===== config.mk =====
export PLATFORM = sky130hd
export DESIGN_NAME = mux_scan_seq
export DESIGN_NICKNAME = d
export VERILOG_FILES = /design/src/rtl/mux_scan_seq_pkg.sv /design/src/rtl/mux_scan_seq.sv
export SDC_FILE = /design/constraint.sdc
export NUM_CORES = 1
export LEC_CHECK = 0
export BUFFER_PORTS_ARGS = -buffer_cell sky130_fd_sc_hd__buf_2
export CORE_UTILIZATION = 55
export DETAILED_ROUTE_END_ITERATION = 8
export GPL_ROUTABILITY_DRIVEN = 0
export HOLD_SLACK_MARGIN = 0.15
export PLACE_DENSITY = 0.83
export SLEW_MARGIN = 40
export SYNTH_ARGS = -nofsm -noshare
export SYNTH_HDL_FRONTEND = slang
export SYNTH_SLANG_ARGS = --single-unit

===== constraint.sdc =====
create_clock -name clk -period 2.22 [get_ports clk]
set_clock_uncertainty 0.2 [all_clocks]
set_input_delay 0.444 -clock clk [delete_from_list [all_inputs] [get_ports clk]]
set_output_delay 0.444 -clock clk [all_outputs]
set_load 0.05 [all_outputs]

===== src/rtl/mux_scan_seq_pkg.sv =====
// Shared definitions for the mux81 scan sequencer: channel geometry and FSM states.
package mux_pkg;

    localparam int NCH  = 8;
    localparam int SELW = 3;

    typedef enum logic [1:0] {
        IDLE = 2'd0,
        SCAN = 2'd1,
        HOLD = 2'd2
    } state_t;

endpackage


===== src/rtl/mux_scan_seq.sv =====
// Scans mux81 channels 0..NCH-1, dwelling on enabled channels before sampling,
// and hands the captured word downstream over a valid/ready handshake.
module mux_scan_seq #(
    parameter int NCH   = 8,
    parameter int SELW  = 3,
    parameter int DWELL = 2
) (
    input  logic            clk,
    input  logic            rst_n,
    input  logic            start,
    input  logic [NCH-1:0]  chan_mask,
    output logic [SELW-1:0] sel,
    input  logic            mux_out,
    output logic            busy,
    output logic [NCH-1:0]  data,
    output logic            data_valid,
    input  logic            data_ready
);
    import mux_pkg::*;

    localparam logic [3:0]      CNT_INIT = 4'(DWELL - 1);
    localparam logic [SELW-1:0] CH_LAST  = SELW'(NCH - 1);

    state_t          state;
    logic [NCH-1:0]  mask;
    logic [SELW-1:0] ch;
    logic [3:0]      cnt;
    logic            accept;

    // A HOLD handshake cycle accepts a new start just like IDLE does.
    assign accept = start && ((state == IDLE) || (state == HOLD && data_ready));

    always_ff @(posedge clk or negedge rst_n) begin
        if (!rst_n) begin
            state      <= IDLE;
            mask       <= '0;
            ch         <= '0;
            cnt        <= '0;
            sel        <= '0;
            busy       <= 1'b0;
            data       <= '0;
            data_valid <= 1'b0;
        end else if (accept) begin
            sel  <= '0;
            data <= '0;
            if (chan_mask != '0) begin
                mask       <= chan_mask;
                ch         <= '0;
                cnt        <= CNT_INIT;
                busy       <= 1'b1;
                data_valid <= 1'b0;
                state      <= SCAN;
            end else begin
                data_valid <= 1'b1;
                state      <= HOLD;
            end
        end else begin
            case (state)
                IDLE: begin
                    sel <= '0;
                end
                SCAN: begin
                    if (mask[ch] && cnt != 4'd0) begin
                        cnt <= cnt - 4'd1;
                    end else begin
                        // Masked channels keep the zero written at scan start.
                        if (mask[ch]) data[ch] <= mux_out;
                        if (ch == CH_LAST) begin
                            sel        <= '0;
                            busy       <= 1'b0;
                            data_valid <= 1'b1;
                            state      <= HOLD;
                        end else begin
                            ch  <= ch + 1'b1;
                            sel <= ch + 1'b1;
                            cnt <= CNT_INIT;
                        end
                    end
                end
                HOLD: begin
                    sel <= '0;
                    if (data_ready) begin
                        data_valid <= 1'b0;
                        state      <= IDLE;
                    end
                end
                default: begin
                    state <= IDLE;
                end
            endcase
        end
    end

endmodule


# After elaboration in Yosys (flattened, before gate mapping)
# Index checks and enable logic that the tools add are counted.
# classes
add_sub_neg	2
n_lt_le_gt_ge	2
n_eq_ne	11
mux	40
n_reduce_logical	22
# ops
operator	n
$mux 8	4
$mux 3	8
$mux 4	5
$reduce_and 4->1	4
$mux 1	12
$ne 3x3->1 const B	4
$mux 2	5
$bwmux 8	1
$reduce_bool 8->1	1
$ne 2x2->1 const B	3
$pmux 2 s3	1
$pmux 3 s2	1
$reduce_and 3->1	2
$reduce_bool 2->1	3
$reduce_bool 3->1	2
$logic_and 1x1->1	4
$lt 3x4->1 const B	1
$reduce_and 2->1	2
$reduce_bool 4->1	1
$sub 4x1->4 const B	1
$add 3x1->3 const B	1
$bmux 1 s3	1
$demux 1 s3	1
$eq 3x3->1 const B	1
other kinds (8)	8
# totals
regBits	30
out_inout_bits	13
word_cells	85

# Logic depth before layout (Yosys ltp)
# Gate-level depths: netlist (run 1).
# logic_depth
ltp_word	9
mapped_depth	6
depth_no_buf	6

# Worst setup path after synthesis (run 1)
# OpenSTA, ideal clock, no wires.
# synth_timing
path_kind	register to register
startpoint	register ch[0]
endpoint	register sel[2]
setup_time_ps	79
arrival_ps	1754
required_time_ps	1941
path_slack_ps	187
stages_incl_launch_ff	6
path_buffers	1
period_less_slack_ps	2033
cell_sequence	dfrtp_1 buf_6 mux2_1 mux4_2 a21oi_4 mux2i_1
# synth_between
elab_chain_len	5
# synth_rtl
item	line_no	source
start, declared	mux_scan_seq.sv:26	logic [SELW-1:0] ch;
start signal, assigned	mux_scan_seq.sv:74	ch <= ch + 1'b1;
$add 3x1->3 (tied with other cells)	mux_scan_seq.sv:75	sel <= ch + 1'b1;
$mux 3 or $mux 1 (tied branches)	mux_scan_seq.sv:68, mux_scan_seq.sv:63	
$mux 3 or $logic_and 1x1->1 (tied branches)	mux_scan_seq.sv:63	if (mask[ch] && cnt != 4'd0) begin
$pmux 3 s2 or $ne 3x3->1 (tied branches)	--	
$mux 3 or $reduce_and 2->1 (tied branches)	--	
end signal, assigned	mux_scan_seq.sv:75	
end, declared	mux_scan_seq.sv:12	output logic [SELW-1:0] sel,
# Several ways; a longest one is shown, not always the timed one. The select of a mux whose other input is x is not followed.
# A chain may end at the register's enable or synchronous reset.

# Worst setup path after layout (run 1)
# layout_timing
startpoint	register ch[0]
endpoint	register data_valid
# layout_between
elab_chain_len	5
# layout_rtl
item	line_no	source
$bmux 1 s3	mux_scan_seq.sv:63	
$mux 1 (implied by the code)	mux_scan_seq.sv:63	
$logic_and 1x1->1	mux_scan_seq.sv:63	
$ne 3x3->1 (no line)	--	
$reduce_and 4->1 (no line) *	--	
end signal, assigned	mux_scan_seq.sv:54	data_valid <= 1'b1;
end signal, assigned	mux_scan_seq.sv:71	data_valid <= 1'b1;
end signal, assigned	mux_scan_seq.sv:83	data_valid <= 1'b0;
end, declared	mux_scan_seq.sv:16	output logic data_valid,
# Every way passes the cells marked *; elsewhere a longest branch is shown, timed or not. The select of a mux whose other input is x is not followed.

==> results of run 1 <==
-- final cells by class --
type,instances,area share (%)
multi-input combinational,105,42.7
sequential,30,37.0
timing repair buffer,44,14.2
clock buffer,7,2.71
tap,31,1.91
inverter,7,1.29
clock inverter,1,0.246
-- worst paths after layout --
| kind | endpoint | slack [ns] | cells past startpoint |
|---|---|---|---|
| hold reg to reg | busy$_DFFE_PN0P_ | 0.31 | 1 |
| hold / removal | mask[0]$_DFFE_PN0P_ | 0.20 | 2 |
| max in group asynchronous | ch[0]$_DFFE_PN0P_ | 0.87 | 2 |
| min in group asynchronous | mask[3]$_DFFE_PN0P_ | 0.48 | 2 |
| setup / recovery | data_valid$_DFFE_PN0P_ | 0.02 | 5 |
| setup reg to reg | data_valid$_DFFE_PN0P_ | 0.02 | 5 |
-- cell usage after synthesis, types with 2 or more instances --
master	number	share of area, %
dfrtp_1	30	46
nand2_1	17	3.9
mux2i_1	16	9.8
mux2_1	10	6.9
inv_1	7	1.6
clkbuf_1	4	0.92
nand3_1	4	1.2
nor2_1	4	0.92
nor3_1	4	1.2
nor4_1	4	1.5
o21ai_0	4	1.2
ha_1	3	2.3
a21oi_1	2	0.61
a22o_1	2	1.1
buf_6	2	1.4
mux4_2	2	2.7
nand2b_1	2	0.76
nand4_1	2	0.76
nand4b_1	2	1.1
nor2b_1	2	0.76
nor4b_2	2	1.8
o211ai_1	2	0.92
o22ai_1	2	0.76
-- sequential cells by signal, summed over array words and instances (netlist names) --
signal and flops:
busy 1, ch 3, cnt 4, data 8, data_valid 1, mask 8
sel 3, state 2
-- cell families (layout without fill, tap and decap cells) --
group	count (synthesis)	count (layout)	synth area share, %
adders and majority gates	3	3	2.29
buffers and inverters	13	59	3.90
AOI/OAI and AO/OA	24	24	11.3
and+or+nand+nor	49	49	17.3
DFF	30	30	45.8
muxes	28	29	19.4
-- power by group through the flow --
stage / logic [mW] / clock network [mW] / registers (mW)
2_1_floorplan: 1.06 / 0 / 1.08
3_3_place_gp: 1.48 / 0 / 0.921
3_5_place_dp: 1.57 / 0 / 0.933
4_1_cts: 1.59 / 0.345 / 0.924
5_1_grt: 1.85 / 0.366 / 0.972
6_report: 1.74 / 0.338 / 0.945
-- metal layers --
metal / track usage (%) / wire length, um / up-vias
li1: - / - / 641
met2: 40.7 / 1890 / 66
met4: 10.8 / 57 / 0
met3: 6.91 / 263 / 10
met5: 0 / 0 / -
met1: 34.8 / 1770 / 684
-- metrics by stage --
step	instance area, um2	TNS [ns]
global placement	1830	0
global route	2030	-0.0868
CTS	1980	0
floorplan	1640	0
detailed placement	1830	-0.119
finish	2030	0
-- repair_timing --
item,CTS,global route
gates cloned,0,1
pin swaps,0,2
setup buffers,0,2
hold buffers,8,0
endpoints found under the setup margin,10,15
gates resized for setup,2,3
endpoints found under the hold margin,37,0
==> reports/metrics.yaml, run 1 <==
finish:
  antenna_cells_inserted: 0
  mostFrequentLayoutCells: "dfrtp_1 (29), buf_2 (25), nand2_1 (16), mux2i_1 (16), buf_4 (11)"
  mostFrequentLayoutCell: "dfrtp_1"
  drive_above_1_share_pct: 29.4
  fill_cells: 180
  final_core_util_pct: 73.1
  area_growth_pct: 24.1
  multi_input_comb_area_um2: 867
  nNetsFinal: 209
  ff_latch_area_um2: 752
  final_cell_count_without_fillers: 225
floorplanning:
  initial_utilization_pct: 58.9
  floorplan_row_count: 19
  design.portCount: 26
  floorplan.die_area_um2: 3200
  core_ar_um2: 2780
  die_h_um: 56.6
  chipWidth_um: 56.6
clock_tree:
  cts_tree: "yes"
  ctsRootBufferMaster: "clkbuf_4"
  cts.clk_slew.worst_paths_ns: 0.09
  cts_max_level: 2
  cts_inserted_buffers: 5
  cts.path.max_buffers: 2
  tritoncts_num_sinks: 30
  clock_latency_ns: 0.32
grt:
  number_of_global_route_vias_before_repair: 1392
  grt_first_pass_wirelength_mm: 6.31
  grt-ovfl-total: 0
  track_usage_pct: 26.1
  antenna_found_initial: 0
  grt_max_degree: 31
drt:
  drc: 0
  drt_iter0_markers: 56
  num_vias: 1401
  drt_first_pass_iters: 4
  wl_per_cell_um: 17.7
  drt-vias-per-instance: 6.23
  route.antenna.remaining_nets: 0
  final_wl_mm: 3.98
hold_path:
  min_from: "chan_mask[0]"
  worstHoldPathType: "in -> reg"
power:
  combPwrFrac_pct: 57.6
  max-vdd-ir-drop_mv: 1.14
  power.switching_fraction_pct: 47.1
  power_frac_seq_pct: 31.2
  switching_power_mw: 1.43
  internal_power_mw: 1.60
  p_total_mw: 3.03
  clock_power_share_pct: 11.2
  cellLeakagePower_nw: 0.949
  power-per-cell-area_nw_per_um2: 1490
synth:
  synth-seq-cells: 30
  async_reset_ff_share_pct: 100
  synthesis.nets: 163
  yosysUniqueCellTypes: 41
  synth-edff-count: 0
  postSynthCellCount: 147
  syn-cell-area_um2: 1640
  synth.avg_cell_area_um2: 11.1
  synth.yosys.seq_area_share_pct: 45.8
  ys_dominant_reg_cell: "dfrtp_1"
  yosysWarnings: 0
timing:
  relSlewSlack_pct: 55.6
  slew_viol_final: 0
  hold_ws_ns: 0.196
  transition_time_at_the_pin_with_the_least_slew_margin_ns: 0.666
  max_clock_freq_mhz: 455
  setup_ws_ns: 0.0240
  timing.final.hold_violations: 0
  rsz0062_at_grt: "true"
  period_share_pct: 98.9
  setup_viol_count_final: 0
  post_layout_minimum_cycle_time_ns: 2.20
run:
  max_cap_viol_count: 0
critical_path:
  cp_cell_sequence: "mux2i_1 > mux4_1 > o211ai_1 > buf_4 > o211ai_1"
  crit_top_cell: "o211ai_1"
  critical_path.startpoint_type: "flip-flop"
  cp_top_family: "multiplexers"
  critical-path-slowest-cell: "mux4_1"
  r2r_start: "ch[0]$_DFFE_PN0P_"
  critical_path.max_fanout: 10
  crit_required_ns: 2.21
  worstSetupEndpointType: "flip-flop"
  origin_of_the_worst_setup_path: "ch[0]$_DFFE_PN0P_"
  timing.critical_path.slowest_cell_delay_ns: 0.66
  setup.worst_path.class: "reg -> reg"
  critPathBufInv: 1
  timing.critical_path.arrival_ns: 2.19
outcome:
  status: "completed"
placed_design:
  port_buffers: 25
  post-place-cells: 206
  place_ws_ns: -0.0488
  hpwlAfterDp_mm: 2.69
Power figures use the tool's default switching activity.
==> inputs of run 2 (changes only) <==
Settings changed: PLACE_DENSITY 0.83 to 0.9.
==> run 2 against run 1 <==
The flow now finishes with violations (negative setup slack). Sequential share of layout area shrank 0.87 points. Total power grew 8.7%. Hold slack lost 0.027 ns. Non-clock buffer count grew 1. First-iteration DRC count grew 93%. Register-to-register slack lost 0.09 ns. Count of clock-buffer cells in the layout is the same. Largest cell class unchanged. Largest power group unchanged.
==> reports/metrics.yaml, run 2 (synthesis results as in run 1) <==
outcome:
  status: "finished, violations left"  # was completed
  failed_checks: "negative setup slack"
run:
  max_cap_viol_count: 0  # unchanged
timing:
  setup_ws_ns: -0.0625  # was 0.0240 ns
  max_clock_freq_mhz: 438  # was 455 MHz
  setup_viol_count_final: 6  # was 0
  slew_viol_final: 0  # unchanged
  post_layout_minimum_cycle_time_ns: 2.28  # was 2.20 ns
  timing.final.hold_violations: 0  # unchanged
  period_share_pct: 103  # was 98.9%
  transition_time_at_the_pin_with_the_least_slew_margin_ns: 0.673  # was 0.666 ns
  rsz0062_at_grt: "true"  # unchanged
  relSlewSlack_pct: 55.2  # was 55.6%
finish:
  area_growth_pct: 27.0  # was 24.1%
  mostFrequentLayoutCells: "dfrtp_1 (29), buf_2 (25), nand2_1 (16), mux2i_1 (16), buf_4 (10)"  # was dfrtp_1 (29), buf_2 (25), nand2_1 (16), mux2i_1 (16), buf_4 (11)
  final_core_util_pct: 74.8  # was 73.1%
  stdcell_area_um2: 2080  # was 2030 um2
  mostFrequentLayoutCell: "dfrtp_1"  # unchanged
  final_cell_count_without_fillers: 226  # was 225
  drive_above_1_share_pct: 32.8  # was 29.4%
  antenna_cells_inserted: 0  # unchanged
  reg_top3: "data: 8 flops, mask: 8 flops, cnt: 4 flops"  # unchanged
  fill_cells: 155  # was 180
  nNetsFinal: 210  # was 209
placed_design:
  port_buffers: 25  # unchanged
  post-place-cells: 205  # was 206
  hpwlAfterDp_mm: 2.76  # was 2.69 mm
  placed_area_um2: 1820  # was 1830 um2
critical_path:
  worstSetupEndpointType: "flip-flop"  # unchanged
  setup.worst_path.class: "reg -> reg"  # unchanged
  critical_path.startpoint_type: "flip-flop"  # unchanged
  critical_path.max_fanout: 5  # was 10
  crit_required_ns: 2.22  # was 2.21 ns
  timing.critical_path.arrival_ns: 2.29  # was 2.19 ns
  ff2ff_path_depth: 6  # was 5
drt:
  dr.max_layer_used: "met4"  # unchanged
  route.met3.wl_um: 496  # was 263 um
  dr_wl_met2_mm: 2.32  # was 1.89 mm
  route.antenna.remaining_nets: 0  # unchanged
  num_vias: 1539  # was 1401
  drt_iter0_markers: 108  # was 56
  wl_per_cell_um: 21.7  # was 17.7 um
  drt_first_pass_iters: 4  # unchanged
  drc: 0  # unchanged
  detail_route.wirelength.met1_mm: 1.81  # was 1.77 mm
  final_wl_mm: 4.91  # was 3.98 mm
  drt-vias-per-instance: 6.81  # was 6.23
clock_tree:
  cts.path.max_buffers: 2  # unchanged
  tritoncts_num_sinks: 30  # unchanged
  clock_latency_ns: 0.35  # was 0.32 ns
  cts.clk_slew.worst_paths_ns: 0.09  # about the same
  cts_tree: "yes"  # unchanged
  cts_max_level: 2  # unchanged
  cts_inserted_buffers: 5  # unchanged
  ctsRootBufferMaster: "clkbuf_4"  # unchanged
power:
  cellLeakagePower_nw: 0.959  # was 0.949 nW
  power-per-cell-area_nw_per_um2: 1580  # was 1490 nW/um2
  max-vdd-ir-drop_mv: 1.36  # was 1.14 mV
grt:
  antenna_found_initial: 0  # unchanged
  number_of_global_route_vias_before_repair: 1479  # was 1392
  grt_max_degree: 31  # unchanged
  grt-ovfl-total: 0  # unchanged
  grt_first_pass_wirelength_mm: 7.20  # was 6.31 mm
  track_usage_pct: 30.5  # was 26.1%
floorplanning:
  core_ar_um2: 2780  # unchanged
  floorplan_row_count: 19  # unchanged
  design.portCount: 26  # unchanged
  chipWidth_um: 56.6  # unchanged
  floorplan.die_area_um2: 3200  # unchanged
  die_h_um: 56.6  # unchanged
  initial_utilization_pct: 58.9  # unchanged
hold_path:
  worstHoldPathType: "in -> reg"  # unchanged
  hold_path_cells: 2  # unchanged
==> run 2: layout make-up <==
| class | instances | area [um2] | share of cell area, % |
|---|---|---|---|
| clock buffers | 7 | 55.1 | 2.65 |
| inverters | 7 | 26.3 | 1.26 |
| multi-input cells | 105 | 901 | 43.3 |
| repair buffers | 45 | 303 | 14.6 |
| clock inverters | 1 | 5.00 | 0.241 |
| well taps | 31 | 38.8 | 1.86 |
| flip-flops and latches | 30 | 752 | 36.1 |
==> run 2: worst paths after layout <==
check | to | slack [ns] | startpoint
worst min register to register | busy$_DFFE_PN0P_ | 0.30 | busy$_DFFE_PN0P_
max in group asynchronous | ch[0]$_DFFE_PN0P_ | 0.89 | rst_n
min in group asynchronous | sel[0]$_DFFE_PN0P_ | 0.46 | rst_n
worst max register to register | data_valid$_DFFE_PN0P_ | -0.06 | ch[0]$_DFFE_PN0P_
worst min-delay path | mask[6]$_DFFE_PN0P_ | 0.17 | chan_mask[6]
worst max-delay path | data_valid$_DFFE_PN0P_ | -0.06 | ch[0]$_DFFE_PN0P_
==> run 2: worst max-delay path: stages (launching register included) <==
cell and delay [ns]:
dfrtp_2 0.45, buf_4 0.17, mux2i_1 0.12, mux4_2 0.57
buf_6 0.17, o211ai_1 0.31, o211ai_1 0.15
==> run 2: per-stage QoR <==
stage               setup TNS [ns]  hold WS, ns  worst slack, ns  total power [mW]
global route                -0.790        0.160           -0.112              3.41
finish                      -0.165        0.169          -0.0625              3.29
floorplan                        0      -0.0516            0.187              2.15
detailed placement         -0.0272        0.281          -0.0165              2.50
global placement                 0        0.276           0.0867              2.38
CTS                              0        0.151           0.0310              2.88
==> run 2: layer usage <==
| metal | vias up | GRT usage, % |
|---|---|---|
| met3 | 44 | 8.76 |
| met5 | - | 0 |
| met2 | 112 | 49.7 |
| met4 | 0 | 15.0 |
| met1 | 743 | 36.9 |
| li1 | 640 | - |
==> run 2: where the power goes <==
part           switching [mW]  internal, mW  total [mW]
combinational            1.23         0.774        2.00
clock                   0.196         0.153       0.349
sequential              0.184         0.751       0.935
==> run 2: timing repair <==
item,CTS,global route
hold buffers,8,0
cloned,0,1
hold endpoints to repair,37,0
buffers inserted,0,4
pin swaps,0,4
gates resized for setup,2,16
setup endpoints to repair,4,14
==> inputs of run 3 (changes only) <==
Settings changed: CORE_UTILIZATION 55 to 50, GPL_ROUTABILITY_DRIVEN 0 to unset, PLACE_DENSITY 0.9 to 0.87.
Clock period 2.22 ns to 1.9 ns, I/O delays scaled along.
==> run 3 against run 2 <==
The flow still finishes with violations (negative setup slack). Largest cell class unchanged. Sequential share of layout area shrank 3.4 points. Critical path type unchanged. Sequential power grew 18%. Highest routed layer unchanged. Global-route usage decreased by 0.75 points. Final area is 10% higher. Hold slack better by 0.067 ns. Critical endpoint is now data[6]$_DFFE_PN0P_.
==> reports/metrics.yaml, run 3 (synthesis results as in run 1) <==
drt:
  num_vias: 1502  # was 1539
  wl_per_cell_um: 18.4  # was 21.7 um
  final_wl_mm: 4.66  # was 4.91 mm
  drt_iter0_markers: 72  # was 108
  drt-vias-per-instance: 5.94  # was 6.81
  route.antenna.remaining_nets: 0  # unchanged
  drc: 0  # unchanged
  drt_first_pass_iters: 4  # unchanged
critical_path:
  setup.reg_to_reg.worst_slack_ns: -0.29  # was -0.06 ns
  timing.critical_path.arrival_ns: 2.26  # was 2.29 ns
  crit_required_ns: 1.97  # was 2.22 ns
  ff2ff_path_depth: 5  # was 6
  setup.worst_path.class: "reg -> reg"  # unchanged
  cp_cell_sequence: "mux2i_1 > mux4_2 > buf_6 > nor4b_4 > mux2i_1"  # was buf_4 > mux2i_1 > mux4_2 > buf_6 > o211ai_1 > o211ai_1
  critPathBufInv: 1  # was 2
  critical_path.startpoint_type: "flip-flop"  # unchanged
  cp_num_cells: 5  # was 6
  worstSetupEndpointType: "flip-flop"  # unchanged
  critical_path.max_fanout: 8  # was 5
  r2r_start: "ch[0]$_DFFE_PN0P_"  # unchanged
  r2r-end: "data[6]$_DFFE_PN0P_"  # was data_valid$_DFFE_PN0P_
  cp_top_family: "multiplexers"  # unchanged
  crit_top_cell: "mux2i_1"  # was o211ai_1
  critical-path-slowest-cell: "mux4_2"  # unchanged
  timing.critical_path.slowest_cell_delay_ns: 0.63  # was 0.57 ns
floorplanning:
  floorplan_row_count: 20  # was 19
  floorplan.die_area_um2: 3510  # was 3200 um2
  initial_utilization_pct: 53.2  # was 58.9%
  core_ar_um2: 3080  # was 2780 um2
  design.portCount: 26  # unchanged
  chipWidth_um: 59.2  # was 56.6 um
  die_h_um: 59.2  # was 56.6 um
finish:
  reg_top3: "data: 8 flops, mask: 8 flops, cnt: 4 flops"  # unchanged
  antenna_cells_inserted: 0  # unchanged
  final_cell_count_without_fillers: 253  # was 226
  area_growth_pct: 40.3  # was 27.0%
  mostFrequentLayoutCell: "dfrtp_1"  # unchanged
  drive_above_1_share_pct: 40.7  # was 32.8%
  stdcell_area_um2: 2300  # was 2080 um2
  mostFrequentLayoutCells: "dfrtp_1 (29), buf_2 (25), buf_4 (19)"  # was dfrtp_1 (29), buf_2 (25), nand2_1 (16), mux2i_1 (16), buf_4 (10)
  nNetsFinal: 224  # was 210
  fill_cells: 219  # was 155
grt:
  grt-ovfl-total: 0  # unchanged
  grt_max_degree: 31  # unchanged
  antenna_found_initial: 0  # unchanged
  track_usage_pct: 29.8  # was 30.5%
  grt_first_pass_wirelength_mm: 7.39  # was 7.20 mm
  number_of_global_route_vias_before_repair: 1568  # was 1479
power:
  max-vdd-ir-drop_mv: 1.26  # was 1.36 mV
  p_total_mw: 4.31  # was 3.29 mW
  power-per-cell-area_nw_per_um2: 1880  # was 1580 nW/um2
  cellLeakagePower_nw: 1.07  # was 0.959 nW
placed_design:
  globalplace.congestion: 0.902
  post-place-cells: 230  # was 205
  placed_area_um2: 1970  # was 1820 um2
  hpwlAfterDp_mm: 3.03  # was 2.76 mm
  port_buffers: 25  # unchanged
  place_ws_ns: -0.402  # was -0.0165 ns
timing:
  setup_viol_count_final: 22  # was 6
  transition_time_at_the_pin_with_the_least_slew_margin_ns: 0.675  # was 0.673 ns
  period_share_pct: 115  # was 103%
  post_layout_minimum_cycle_time_ns: 2.19  # was 2.28 ns
  relSlewSlack_pct: 55.0  # was 55.2%
  max_clock_freq_mhz: 457  # was 438 MHz
  slew_viol_final: 0  # unchanged
  hold_ws_ns: 0.236  # was 0.169 ns
  rsz0062_at_grt: "true"  # unchanged
  setup_ws_ns: -0.286  # was -0.0625 ns
  timing.final.hold_violations: 0  # unchanged
clock_tree:
  cts.clk_slew.worst_paths_ns: 0.10  # was 0.09 ns
  cts.path.max_buffers: 2  # unchanged
  tritoncts_num_sinks: 30  # unchanged
  cts_max_level: 2  # unchanged
  ctsRootBufferMaster: "clkbuf_4"  # unchanged
  cts_inserted_buffers: 5  # unchanged
  clock_latency_ns: 0.35  # about the same
  cts_tree: "yes"  # unchanged
hold_path:
  hold_path_cells: 4  # was 2
  hold_path_end: "state[1]$_DFFE_PN0P_"  # was mask[6]$_DFFE_PN0P_
  worstHoldPathType: "in -> reg"  # unchanged
  min_from: "data_ready"  # was chan_mask[6]
outcome:
  status: "finished, violations left"  # unchanged
  failed_checks: "negative setup slack"  # unchanged
run:
  max_cap_viol_count: 0  # unchanged
run 3: cell count changes in the layout (fill, tap and decap cells not counted), moves of 2 or more:
cell,delta
buf_4,+9
mux2_4,+4
buf_6,+3
dlygate4sd3_1,+2
mux2_1,-2
mux2_2,-2
nor3_1,-2
run 3: layout make-up:
| class | instances | area, um2 | share of cell area (%) |
|---|---|---|---|
| repair buffers | 59 | 424 | 18.5 |
| clock buffers | 5 | 37.5 | 1.63 |
| multi-input cells | 105 | 962 | 41.9 |
| clock inverters | 3 | 40.0 | 1.74 |
| flip-flops and latches | 30 | 752 | 32.7 |
| inverters | 7 | 26.3 | 1.14 |
| well taps | 44 | 55.1 | 2.40 |
run 3: power by group:
group          total, mW  leakage, nW  internal (mW)  switching, mW
registers           1.10        0.380          0.877          0.225
logic               2.70        0.644           1.21           1.49
clock network      0.514       0.0450          0.272          0.242
run 3: what timing repair did:
item / CTS / global route
hold buffers: 10 / 0
setup buffers: 3 / 1
cloned: 1 / 0
pin swaps: 8 / 3
endpoints found under the setup margin: 22 / 26
gates resized for setup: 21 / 5
hold endpoints to repair: 39 / 0
run 3: worst max-delay path by stage:
stage / startpoint / end / slack (ns)
6_report: ch[0]$_DFFE_PN0P_ / data[6]$_DFFE_PN0P_ / -0.29
5_1_grt: ch[0]$_DFFE_PN0P_ / sel[2]$_DFFE_PN0P_ / -0.35
4_1_cts: ch[0]$_DFFE_PN0P_ / sel[2]$_DFFE_PN0P_ / -0.28
3_5_place_dp: ch[0]$_DFFE_PN0P_ / data[6]$_DFFE_PN0P_ / -0.40
3_3_place_gp: ch[0]$_DFFE_PN0P_ / sel[2]$_DFFE_PN0P_ / -0.25
2_1_floorplan: ch[0]$_DFFE_PN0P_ / sel[2]$_DFFE_PN0P_ / -0.1
run 3: worst register-to-register path, cell delays in order, from the launching register on:
cell     delay (ns)
dfrtp_2        0.49
mux2i_1        0.16
mux4_2         0.63
buf_6          0.19
nor4b_4        0.22
mux2i_1        0.23
run 3: per-stage QoR:
stage          utilization (%)  TNS, ns
2_1_floorplan                -   -0.878
6_report                  74.6    -4.99
3_3_place_gp              63.9    -4.62
5_1_grt                   74.6    -5.79
3_5_place_dp              63.9    -7.12
4_1_cts                   73.7    -4.44
run 3: layer usage:
layer / GRT usage [%] / part of all wire [%]
met5: 0 / 0
met4: 20.1 / 4.4
met3: 6.77 / 4.7
met2: 47.7 / 49
met1: 35.7 / 41
